<file path="config.mk">
export PLATFORM = sky130hd
export DESIGN_NAME = operand_entry_ctrl
export DESIGN_NICKNAME = d
export VERILOG_FILES = /design/src/rtl/operand_entry_ctrl.sv
export SDC_FILE = /design/constraint.sdc
export NUM_CORES = 1
export LEC_CHECK = 0
export ABC_CLOCK_PERIOD_IN_PS = 3000
export BUFFER_PORTS_ARGS = -buffer_cell sky130_fd_sc_hd__buf_2
export CORE_ASPECT_RATIO = 1.25
export CORE_UTILIZATION = 23
export CTS_BUF_LIST = sky130_fd_sc_hd__clkbuf_2 sky130_fd_sc_hd__clkbuf_4 sky130_fd_sc_hd__clkbuf_8
export DETAILED_ROUTE_END_ITERATION = 12
export PLACE_DENSITY_LB_ADDON = 0.15
export SYNTH_ARGS = -nofsm -noshare
export SYNTH_HDL_FRONTEND = slang
export SYNTH_SLANG_ARGS = --single-unit
</file>
<file path="constraint.sdc">
create_clock -name clk -period 3 [get_ports clk]
set_input_delay 0.6 -clock clk [delete_from_list [all_inputs] [get_ports clk]]
set_output_delay 0.6 -clock clk [all_outputs]
set_load 0.01 [all_outputs]
</file>
<file path="src/rtl/operand_entry_ctrl.sv">
// Button-driven operand entry sequencer: debounces the "do operation" button and
// steps LOAD_A -> LOAD_B -> EXEC -> SHOW, holding A, B, the op code and valid flags.
module operand_entry_ctrl #(
    parameter int DEBOUNCE_CYCLES = 1000000,
    parameter int CNT_W           = 20
) (
    input  logic       clk,
    input  logic       reset,
    input  logic       btn_raw,
    input  logic       clr,
    input  logic [7:0] data_in,
    input  logic [3:0] op_sel,
    output logic [7:0] a_reg,
    output logic [7:0] b_reg,
    output logic [3:0] op_reg,
    output logic       a_valid,
    output logic       b_valid,
    output logic       exec_pulse,
    output logic [1:0] state
);

    typedef enum logic [1:0] {
        LOAD_A = 2'd0,
        LOAD_B = 2'd1,
        EXEC   = 2'd2,
        SHOW   = 2'd3
    } state_t;

    localparam logic [CNT_W-1:0] LP_CNT_MAX = CNT_W'(DEBOUNCE_CYCLES - 1);
    localparam logic [CNT_W-1:0] LP_CNT_ONE = CNT_W'(1);

    logic             r_sync1;
    logic             r_sync2;
    logic             r_btn_db;
    logic             r_btn_db_d;
    logic [CNT_W-1:0] r_cnt;
    logic             w_btn_s;
    logic             w_press;

    state_t           r_state;
    state_t           w_state_nxt;
    logic             w_cap_a;
    logic             w_cap_b;
    logic             w_cap_op;
    logic             w_wrap;

    logic [7:0]       r_a;
    logic [7:0]       r_b;
    logic [3:0]       r_op;
    logic             r_a_valid;
    logic             r_b_valid;
    logic             r_exec;

    assign w_btn_s = r_sync2;
    // Rising edge of the debounced level only; releases never count as a press.
    assign w_press = r_btn_db & ~r_btn_db_d;

    always_ff @(posedge clk or negedge reset) begin
        if (!reset) begin
            r_sync1    <= 1'b0;
            r_sync2    <= 1'b0;
            r_btn_db   <= 1'b0;
            r_btn_db_d <= 1'b0;
            r_cnt      <= '0;
        end else begin
            r_sync1    <= btn_raw;
            r_sync2    <= r_sync1;
            r_btn_db_d <= r_btn_db;
            if (w_btn_s == r_btn_db) begin
                r_cnt <= '0;
            end else if (r_cnt == LP_CNT_MAX) begin
                r_btn_db <= w_btn_s;
                r_cnt    <= '0;
            end else begin
                r_cnt <= r_cnt + LP_CNT_ONE;
            end
        end
    end

    always_ff @(posedge clk or negedge reset) begin
        if (!reset) begin
            r_state <= LOAD_A;
        end else begin
            r_state <= w_state_nxt;
        end
    end

    // Clear wins over a simultaneous press, which is simply dropped.
    always_comb begin
        w_state_nxt = r_state;
        if (clr) begin
            w_state_nxt = LOAD_A;
        end else if (w_press) begin
            case (r_state)
                LOAD_A:  w_state_nxt = LOAD_B;
                LOAD_B:  w_state_nxt = EXEC;
                EXEC:    w_state_nxt = SHOW;
                SHOW:    w_state_nxt = LOAD_A;
                default: w_state_nxt = LOAD_A;
            endcase
        end
    end

    always_comb begin
        w_cap_a  = 1'b0;
        w_cap_b  = 1'b0;
        w_cap_op = 1'b0;
        w_wrap   = 1'b0;
        if (!clr && w_press) begin
            case (r_state)
                LOAD_A:  w_cap_a  = 1'b1;
                LOAD_B:  w_cap_b  = 1'b1;
                EXEC:    w_cap_op = 1'b1;
                SHOW:    w_wrap   = 1'b1;
                default: w_wrap   = 1'b0;
            endcase
        end
    end

    // Operand registers survive the SHOW wrap so the display persists.
    always_ff @(posedge clk or negedge reset) begin
        if (!reset) begin
            r_a       <= '0;
            r_b       <= '0;
            r_op      <= '0;
            r_a_valid <= 1'b0;
            r_b_valid <= 1'b0;
            r_exec    <= 1'b0;
        end else if (clr) begin
            r_a       <= '0;
            r_b       <= '0;
            r_op      <= '0;
            r_a_valid <= 1'b0;
            r_b_valid <= 1'b0;
            r_exec    <= 1'b0;
        end else begin
            r_exec <= w_cap_op;
            if (w_cap_a) begin
                r_a       <= data_in;
                r_a_valid <= 1'b1;
                r_b_valid <= 1'b0;
            end
            if (w_cap_b) begin
                r_b       <= data_in;
                r_b_valid <= 1'b1;
            end
            if (w_cap_op) begin
                r_op <= op_sel;
            end
            if (w_wrap) begin
                r_a_valid <= 1'b0;
                r_b_valid <= 1'b0;
            end
        end
    end

    assign a_reg      = r_a;
    assign b_reg      = r_b;
    assign op_reg     = r_op;
    assign a_valid    = r_a_valid;
    assign b_valid    = r_b_valid;
    assign exec_pulse = r_exec;
    assign state      = r_state;

endmodule

</file>
Yosys cells after proc, flatten, opt, wreduce, memory -nomap -nowiden --
Cells that the tools add are included.
Storage, ports and cells: input bits 16, output and inout port bits 25, word-level logic and storage cells 58, flip-flop bits (word level) 49
Operators by class: bitwise logic cells 3, add/sub/neg operators 1, reduce and logical (&&, ||, !) cells 10, eq/ne operators 5, mux-type cells 27
Operators with widths (number):
- two-way mux 20 bit | 2
- two-way mux 8 bit | 4
- adder 20 x 1 -> 20 bit (second input constant) | 1
- == test 20 bit (second input constant) | 1
- two-way mux 1 bit | 16
- two-way mux 4 bit | 2
- one-hot mux 2 bit (4 select lines) | 1
- nonzero test 2 bit | 4
- == test 2 bit (second input constant) | 2
- two-way mux 2 bit | 2
- nonzero test 4 bit | 1
- nonzero test 3 bit | 1
- == test 2 x 1 -> 1 bit (second input constant) | 1
- zero test 2 bit | 1
- NOT 1 bit | 2
- AND reduction 2 bit | 1
- AND 1 bit | 1
- == test 1 bit | 1
- logical AND 1 bit | 1
- zero test 1 bit | 1

Longest topological paths before layout --
Gate-level depths: netlist (run 1).
depth in word-level cells 8, gate-level depth with buffers 6, mapped depth without buffers 6

Worst setup path after synthesis (run 1) --
Ideal clock, no wire load.
path type register -> register, start point register r_cnt[0], end point register r_cnt[18], clock period less this slack 1.943 ns, path slack 1.057 ns, stages on the path, launching flop included 7, data required time 2.927 ns, buffers on the path 1, arrival time 1.870 ns, setup time 0.073 ns, path through dfrtp_1 -> ha_1 -> nand2_1 -> or4_1 -> buf_2 -> or4_4 -> a21oi_2
Between the ends: word-level cells in the longest chain between the ends 3, elaborated cells on any way between the ends 4, those cells by class add/sub (1); eq/ne (1); mux (2)
Ends and longest elaborated chain:
- start, declared | RTL line 36 | logic [CNT_W-1:0] r_cnt;
- start signal, assigned | RTL line 75 | r_cnt <= r_cnt + LP_CNT_ONE;
- adder 20 x 1 -> 20 bit or == test 20 bit (tied branches) | RTL line 75, 71
- two-way mux 20 bit * | RTL line 71 | end else if (r_cnt == LP_CNT_MAX) begin
- two-way mux 20 bit * | RTL line 69 | if (w_btn_s == r_btn_db) begin
Every way passes the cells marked *; elsewhere a longest branch is shown, timed or not. A chain may end at the register's enable or synchronous reset.

Worst setup path in the final report (run 1) --
Same ends and word-level chain as after synthesis.

==> flow_metrics.py, run 1 <==
metrics = {
    "run_status": {
        "status": "finished, final reports clean",
    },
    "yosys": {
        "synth_cell_types": 33,
        "synth_top_area_share": 0.550,
        "yosys_register_bits": 49,
        "synth_area_leaders": "dfrtp_1 (55%), nand2b_1 (5.6%), o21ai_0 (5.2%)",
        "synth_area_per_cell_um2": 10.0,
        "synth_edf_count": 0,
        "yosys_most_used_dff": "dfrtp_1",
        "synthesis.nets": 244,
        "synthTopCellsByCount": "dfrtp_1 (49), nand2_1 (29), o21ai_0 (23)",
        "synth_warnings": 0,
        "synth-async-reset-ratio": 1.00,
        "netlist_area_um2": 2230,
        "yosysTopAreaCell": "dfrtp_1",
        "syn_inst": 223,
        "yosysMostFrequentCell": "dfrtp_1",
        "ys_seq_area_frac": 0.550,
    },
    "pwr": {
        "p_leak_nw": 1.18,
        "peakVddDrop_mv": 0.172,
        "power_density_nw_per_um2": 414,
    },
    "die": {
        "die_area_um2": 10100,
        "dieHeight_um": 112,
        "io_pins": 41,
        "die_x_um": 90.1,
        "initial_core_util": 0.241,
        "core_area_um2": 9270,
        "fp-row-count": 39,
    },
    "clock_network": {
        "cts_tree": "yes",
        "clkTransAtPathRegs_ps": 90,
        "cts-root-buf": "clkbuf_8",
        "cts_buffers": 5,
        "cts_sinks": 49,
        "cts-htree-levels": 2,
        "clk-insertion-delay-late_ps": 300,
        "cts_setup_buffers": 0,
        "cts_hold_buf": 0,
        "clk_path_buf_depth": 2,
        "cts_resized": 0,
    },
    "finish": {
        "stdcell_count": 393,
        "final_layout_size_suffix_gt1_frac": 0.237,
        "nNetsFinal": 290,
        "fillers": 1012,
        "synthToLayoutAreaGrowth_pct": 21.0,
        "antenna_cells": 0,
        "largest_reg_flops": 20,
    },
    "route": {
        "first_iter_violations": 52,
        "routed_via_density": 4.32,
        "dr.pass1.iters": 4,
        "vias": 1697,
        "ant_nets": 0,
        "routed_wl_um": 4750,
        "drc": 0,
        "wl_per_cell_um": 12.1,
    },
    "critical_path": {
        "crit_start": "r_cnt[0]$_DFF_PN0_",
        "crit_path_cell_trace": "ha_1 > nand2_1 > or4_1 > or4_4 > a21oi_2",
        "crit_family": "simple AND/OR/NAND/NOR gates",
        "cp.arrival_ps": 2350,
        "crit_fanout": 8,
        "r2r_start": "r_cnt[0]$_DFF_PN0_",
        "cp_data_required_time_ps": 3240,
        "worstPathBufferInverterCount": 0,
        "crit_path_max_incr_delay_ps": 630,
        "critPathLaunchType": "flip-flop",
        "end_kind": "flip-flop",
        "slowest_stage": "or4_1",
        "criticalPathCategory": "reg -> reg",
    },
    "global_routing": {
        "grt_pass1_wl_um": 8260,
        "grt_max_degree": 28,
        "grt_usage": 0.0999,
        "grt_pass1_vias": 1709,
        "gr-total-overflow": 0,
        "antenna_found_initial": 0,
    },
    "timing": {
        "hold_violations": 0,
        "fin_ws_ps": 896,
        "worst_pin_slew_ps": 557,
        "fmax_mhz": 475,
        "max_slew_margin": 0.629,
        "hold_slack_ps": 272,
        "setup_viol": 0,
        "skew_ps": 7.38,
        "drv_slew": 0,
        "rsz0062_at_grt": "false",
        "fin_tns_setup_ps": 0,
        "min_period_ps": 2100,
        "period_share": 0.701,
    },
    "place": {
        "gp_congestion": 0.734,
        "dp_hpwl_um": 3420,
        "dp_cells": 385,
        "io_buffers": 40,
        "dp_slack_ps": 894,
    },
    "run": {
        "max_cap_viol_count": 0,
    },
    "hold_path": {
        "hold_class": "in -> async",
    },
}
==> routing by layer <==
layer  vias up  share of wire  track usage
met4         0          0.015       0.0323
met5         -              0            0
met2        39           0.47        0.168
met1       808           0.47        0.124
met3         6          0.051       0.0264
li1        844              -            -
==> through the flow <==
stage	power (mW)	utilization	area, µm²
floorplan	0.699	-	2230
global placement	0.733	0.281	2610
detailed placement	0.734	0.281	2610
CTS	1.14	0.291	2700
global route	1.17	0.291	2700
finish	1.12	0.291	2700
==> power breakdown <==
part,switching (mW),leakage (nW),total [mW],internal [mW]
Clock,0.228,0.0408,0.401,0.174
Sequential,0.00457,0.678,0.669,0.664
Combinational,0.0303,0.458,0.0484,0.0181
==> layout make-up <==
class	instances	area, µm²	share of cell area
Timing Repair Buffer	47	253	0.0936
Inverter	6	22.5	0.00834
Clock buffer	6	76.3	0.0283
Multi-Input combinational cell	160	953	0.353
Sequential cell	49	1230	0.454
Clock inverter	2	15.0	0.00556
Tap cell	123	154	0.0570
==> logic make-up after synthesis <==
family          Yosys count  share of synthesized area
fa+ha+maj                 5                     0.0280
xor+xnor                 14                     0.0550
simple gates            102                      0.242
compound gates           37                     0.0909
mux                       2                    0.00953
buf+inv                  14                     0.0252
flops                    49                      0.550
==> cell usage in the layout (no fill, tap or decap), types with 2 or more instances in the layout <==
cell type   instances
nand2b_1           20
nor2_1             19
nand3_1             5
nand2_1            29
xor2_1              3
nor3_1              3
clkinvlp_4          2
nor2b_1             2
ha_1                5
nand4_1             4
nor3b_1             3
buf_4               7
buf_2              40
a21oi_1             8
nor4_1              4
o21ai_0            23
xnor2_1            11
or4_1               2
inv_1               6
dfrtp_1            49
o31ai_1             2
clkbuf_8            5
or3_1               3
or3_2               2
==> path summary, 6_finish.rpt <==
path,end,slack (ps),cells past startpoint
setup / recovery,r_cnt[18]$_DFF_PN0_,900,5
hold / removal,op_reg[1]$_DFFE_PN0P_,270,1
setup reg to reg,r_cnt[18]$_DFF_PN0_,900,5
hold reg to reg,r_sync2$_DFF_PN0_,360,0
max in group asynchronous,r_cnt[8]$_DFF_PN0_,2100,2
min in group clk,r_sync2$_DFF_PN0_,360,0
Power figures use the tool's default switching activity.
==> run 2, diff against run 1 <==
--- a/config.mk
+++ b/config.mk
@@ -5,7 +5,7 @@
 export SDC_FILE = /design/constraint.sdc
 export NUM_CORES = 1
 export LEC_CHECK = 0
-export ABC_CLOCK_PERIOD_IN_PS = 3000
+export ABC_CLOCK_PERIOD_IN_PS = 2000
 export BUFFER_PORTS_ARGS = -buffer_cell sky130_fd_sc_hd__buf_2
 export CORE_ASPECT_RATIO = 1.25
 export CORE_UTILIZATION = 23
==> constraint.sdc (replaced) <==
create_clock -name clk -period 2 [get_ports clk]
set_input_delay 0.4 -clock clk [delete_from_list [all_inputs] [get_ports clk]]
set_output_delay 0.4 -clock clk [all_outputs]
set_load 0.01 [all_outputs]
==> run 2 against run 1 <==
  * Maximum frequency is 11% higher
  * Clock power increased by 86%
  * Global-route usage increased by 0.32 points
  * Worst setup slack got worse by 790 ps
  * First-iteration DRC count is 5.8% higher
  * Routed wire length about the same
  * Non-clock buffer count increased by 6
  * Largest power group unchanged
==> flow_metrics.py, run 2 (synthesis gave the netlist of run 1 again) <==
metrics = {
    "timing": {
        "fin_tns_setup_ps": 0,
        "rsz0062_at_grt": "false",
        "period_share": 0.946,
        "hold_violations": 0,
        "hold_slack_ps": 36.6,
        "worst_pin_slew_ps": 463,
        "setup_viol": 0,
        "max_slew_margin": 0.691,
        "drv_slew": 0,
        "fmax_mhz": 528,
        "min_period_ps": 1890,
        "skew_ps": 7.79,
    },
    "critical_path": {
        "crit_fanout": 3,
        "critPathLaunchType": "flip-flop",
        "cp.arrival_ps": 2080,
        "crit_start": "r_cnt[18]$_DFF_PN0_",
        "r2r_start": "r_cnt[18]$_DFF_PN0_",
        "criticalPathCategory": "reg -> reg",
        "end_kind": "flip-flop",
        "cp_data_required_time_ps": 2190,
    },
    "clock_network": {
        "cts-root-buf": "clkbuf_8",
        "clk-insertion-delay-late_ps": 300,
        "clkTransAtPathRegs_ps": 100,
        "cts_tree": "yes",
        "cts-htree-levels": 2,
        "cts_buffers": 5,
        "cts_hold_buf": 0,
        "clk_path_buf_depth": 2,
        "cts_sinks": 49,
    },
    "finish": {
        "layout_common_cells": "dfrtp_1 (49), buf_2 (40), nand2_1 (29), o21ai_0 (23), nand2b_1 (20)",
        "antenna_cells": 0,
        "largest_reg_flops": 20,
        "final_layout_size_suffix_gt1_frac": 0.257,
        "layout_commonest_cell": "dfrtp_1",
        "synthToLayoutAreaGrowth_pct": 25.5,
        "nNetsFinal": 296,
    },
    "global_routing": {
        "gr-total-overflow": 0,
        "antenna_found_initial": 0,
        "grt_pass1_wl_um": 8420,
        "grt_usage": 0.103,
        "grt_max_degree": 32,
        "grt_pass1_vias": 1738,
    },
    "place": {
        "dp_hpwl_um": 3470,
        "gp_congestion": 0.776,
        "io_buffers": 40,
    },
    "die": {
        "die_area_um2": 10100,
        "io_pins": 41,
        "die_x_um": 90.1,
        "dieHeight_um": 112,
        "initial_core_util": 0.241,
        "fp-row-count": 39,
        "core_area_um2": 9270,
    },
    "route": {
        "wl_per_cell_um": 11.9,
        "vias": 1683,
        "dr.pass1.iters": 4,
        "wl_met2_um": 2180,
        "routed_via_density": 4.22,
        "topRoutingLayerUsed": "met4",
        "routed_wl_um": 4750,
        "drc": 0,
        "drt-met1-wl_um": 2290,
        "first_iter_violations": 55,
        "ant_nets": 0,
        "wl_met3_um": 197,
    },
    "pwr": {
        "pwr-share-clk": 0.407,
        "p_comb_frac": 0.046,
        "p_sw_frac": 0.214,
        "p_int_mw": 1.44,
        "p_switching_mw": 0.392,
        "power_density_nw_per_um2": 654,
        "seqPwrFrac": 0.547,
        "peakVddDrop_mv": 0.338,
        "p_leak_nw": 1.23,
    },
    "run": {
        "max_cap_viol_count": 0,
    },
    "run_status": {
        "status": "finished, final reports clean",
    },
    "hold_path": {
        "hold_class": "in -> async",
    },
}
[run 2: changes by cell type in the layout (fill, tap and decap cells not counted), sizes merged]
| cell | delta |
|---|---|
| buf | +6 |
| bufinv | +1 |
| clkinvlp | -1 |
[run 2: worst paths after layout]
kind | to | cells past startpoint | slack [ps]
worst min register to register | r_sync2$_DFF_PN0_ | 0 | 360
worst max register to register | r_btn_db$_DFFE_PN0P_ | 4 | 110
max in group asynchronous | r_cnt[15]$_DFF_PN0_ | 2 | 1430
worst min-delay path | op_reg[0]$_DFFE_PN0P_ | 1 | 40
worst max-delay path | r_btn_db$_DFFE_PN0P_ | 4 | 110
min in group clk | r_sync1$_DFF_PN0_ | 1 | 210
[run 2: area by class of cell]
class                      instances  area [µm²]
timing repair buffer              53         310
sequential                        49        1230
clock inverter                     2        37.5
inverter                           6        22.5
clock buffer                       6        82.6
tap                              123         154
multi-input combinational        160         966
fill                             988        6470
[run 2: worst max-delay path, stage by stage (launching register included)]
cell and delay [ps]:
dfrtp_1 400, nand3_1 130, or4b_2 680, nor3_1 230, mux2_2 350
[run 2: metrics by stage]
step | setup WS, ps | total power, mW | utilization | cells | cell area [µm²]
after floorplan | 57.1 | 1.05 | - | 223 | 2230
after global placement | 106 | 1.11 | 0.288 | 391 | 2670
after detailed placement | 79.3 | 1.11 | 0.288 | 391 | 2670
after CTS | 84.4 | 1.88 | 0.301 | 399 | 2790
after global routing | 14.1 | 1.93 | 0.302 | 399 | 2800
final | 107 | 1.83 | 0.302 | 399 | 2800
[run 2: repair_timing]
item | in CTS | in global routing
setup endpoints to repair | 0 | 11
hold endpoints to repair | 0 | 0
resized for setup | 0 | 2
buffers inserted | 0 | 0
[run 2: layer usage]
layer  global-route usage  vias up
met2                0.173       41
li1                     -      854
met3               0.0244        8
met4               0.0312        0
met5                    0        -
met1                0.132      780
[run 2: power by group through the flow]
| stage | Combinational (mW) | Clock [mW] | Sequential (mW) |
|---|---|---|---|
| floorplan | 0.0262 | 0 | 1.02 |
| global placement | 0.0870 | 0 | 1.02 |
| detailed placement | 0.0869 | 0 | 1.02 |
| CTS | 0.0866 | 0.791 | 1.00 |
| global route | 0.0957 | 0.829 | 1.00 |
| finish | 0.0841 | 0.745 | 1.00 |
==> run 3, diff against run 2 <==
--- a/config.mk
+++ b/config.mk
@@ -11,6 +11,7 @@
 export CORE_UTILIZATION = 23
 export CTS_BUF_LIST = sky130_fd_sc_hd__clkbuf_2 sky130_fd_sc_hd__clkbuf_4 sky130_fd_sc_hd__clkbuf_8
 export DETAILED_ROUTE_END_ITERATION = 12
+export HOLD_SLACK_MARGIN = 0.06
 export PLACE_DENSITY_LB_ADDON = 0.15
 export SYNTH_ARGS = -nofsm -noshare
 export SYNTH_HDL_FRONTEND = slang
==> run 3 against run 2 <==
  * Routed wire length grew 0.32%
  * Global-route usage is essentially flat
  * Sequential cell count is the same
  * Non-clock buffer count rose by 1
  * Maximum frequency unchanged
  * Worst hold slack improved by 170 ps
  * Clock skew did not move
  * Core utilization grew 0.11 points
  * Count of clock-buffer cells in the layout unchanged
==> flow_metrics.py, run 3 (synthesis gave the netlist of run 1 again) <==
metrics = {
    "run_status": {
        "status": "finished, final reports clean",
    },
    "global_routing": {
        "gr-total-overflow": 0,
        "antenna_found_initial": 0,
        "grt_pass1_vias": 1750,
        "grt_max_degree": 32,
        "grt_pass1_wl_um": 8450,
        "grt_usage": 0.103,
    },
    "clock_network": {
        "clk_path_buf_depth": 2,
        "cts_setup_buffers": 0,
        "cts-htree-levels": 2,
        "clkTransAtPathRegs_ps": 100,
        "cts-root-buf": "clkbuf_8",
        "cts_sinks": 49,
        "clk-insertion-delay-late_ps": 300,
        "cts_tree": "yes",
        "cts_buffers": 5,
    },
    "critical_path": {
        "crit_start": "r_cnt[18]$_DFF_PN0_",
        "crit_family": "simple AND/OR/NAND/NOR gates",
        "cp.arrival_ps": 2080,
        "end_kind": "flip-flop",
        "slowest_stage": "or4b_2",
        "worstPathBufferInverterCount": 0,
        "critPathLaunchType": "flip-flop",
        "crit_fanout": 3,
        "criticalPathCategory": "reg -> reg",
        "crit_path_cell_trace": "nand3_1 > or4b_2 > nor3_1 > mux2_2",
        "r2r_start": "r_cnt[18]$_DFF_PN0_",
        "cp_data_required_time_ps": 2190,
        "crit_path_max_incr_delay_ps": 680,
    },
    "timing": {
        "worst_pin_slew_ps": 464,
        "fmax_mhz": 528,
        "max_slew_margin": 0.691,
        "drv_slew": 0,
        "setup_viol": 0,
        "fin_tns_setup_ps": 0,
        "hold_violations": 0,
        "rsz0062_at_grt": "false",
        "period_share": 0.946,
        "skew_ps": 7.79,
        "min_period_ps": 1890,
    },
    "pwr": {
        "p_leak_nw": 1.23,
        "peakVddDrop_mv": 0.338,
        "power_density_nw_per_um2": 652,
    },
    "die": {
        "core_area_um2": 9270,
        "io_pins": 41,
        "die_area_um2": 10100,
        "die_x_um": 90.1,
        "initial_core_util": 0.241,
        "dieHeight_um": 112,
        "fp-row-count": 39,
    },
    "place": {
        "placed_area_um2": 2670,
        "dp_hpwl_um": 3470,
        "gp_congestion": 0.776,
        "io_buffers": 40,
    },
    "run": {
        "max_cap_viol_count": 0,
    },
    "route": {
        "drc": 0,
        "first_iter_violations": 69,
        "vias": 1686,
        "wl_per_cell_um": 11.9,
        "routed_wl_um": 4770,
        "dr.pass1.iters": 4,
        "routed_via_density": 4.22,
        "ant_nets": 0,
    },
    "finish": {
        "nNetsFinal": 297,
        "antenna_cells": 0,
        "layout_commonest_cell": "dfrtp_1",
        "largest_reg_flops": 20,
        "final_layout_size_suffix_gt1_frac": 0.256,
        "design_area_um2": 2810,
        "synthToLayoutAreaGrowth_pct": 25.9,
        "fillers": 987,
        "layout_common_cells": "dfrtp_1 (49), buf_2 (40), nand2_1 (29), o21ai_0 (23), nand2b_1 (20)",
    },
    "hold_path": {
        "hold_class": "in -> reg",
        "holdCritStartpoint": "btn_raw",
    },
}
## run 3: stage by stage
step | setup WS [ps] | hold slack (ps) | total power, mW | utilization | std cells
4_1_cts | 84.4 | 201 | 1.88 | 0.302 | 400
5_1_grt | 14.1 | 188 | 1.93 | 0.303 | 400
3_3_place_gp | 106 | 338 | 1.11 | 0.288 | 391
3_5_place_dp | 79.3 | 339 | 1.11 | 0.288 | 391
6_report | 107 | 207 | 1.83 | 0.303 | 400
2_1_floorplan | 57.1 | 104 | 1.05 | - | 223
## run 3: layout make-up
class	instances	area (µm²)	area share
clock inverters	2	37.5	0.0134
repair buffers	54	320	0.114
flip-flops and latches	49	1230	0.437
well taps	123	154	0.0548
clock buffers	6	82.6	0.0294
inverters	6	22.5	0.00802
multi-input cells	160	966	0.344
## run 3: per-layer routing
layer	GRT usage	wire, µm
met1	0.132	2300
met3	0.0244	196
met4	0.0312	83
met5	0	0
met2	0.174	2180
## run 3: repair_timing
| item | in CTS | in global routing |
|---|---|---|
| hold buffers | 1 | 0 |
| hold endpoints to repair | 6 | 0 |
| resized for setup | 0 | 2 |
| setup endpoints to repair | 0 | 11 |
## run 3: worst reg2reg max path: cells and delay by family, from the launching register on
family / cells / cell delay, ps
multiplexers: 1 / 350
AND/OR/NAND/NOR: 3 / 1040
flip-flops: 1 / 400
## run 3: path summary, 6_finish.rpt
path | end | slack, ps | depth (start not counted)
min in group asynchronous | op_reg[0]$_DFFE_PN0P_ | 580 | 2
max reg2reg | r_btn_db$_DFFE_PN0P_ | 110 | 4
max | r_btn_db$_DFFE_PN0P_ | 110 | 4
min | r_sync1$_DFF_PN0_ | 210 | 1
max in group asynchronous | r_cnt[15]$_DFF_PN0_ | 890 | 3
min reg2reg | r_sync2$_DFF_PN0_ | 360 | 0
## run 3: power breakdown
part           leakage, nW  internal [mW]  switching [mW]
clock network       0.0574          0.407           0.338
logic                0.500         0.0356          0.0500
registers            0.678          0.997         0.00477
total                 1.23           1.44           0.393
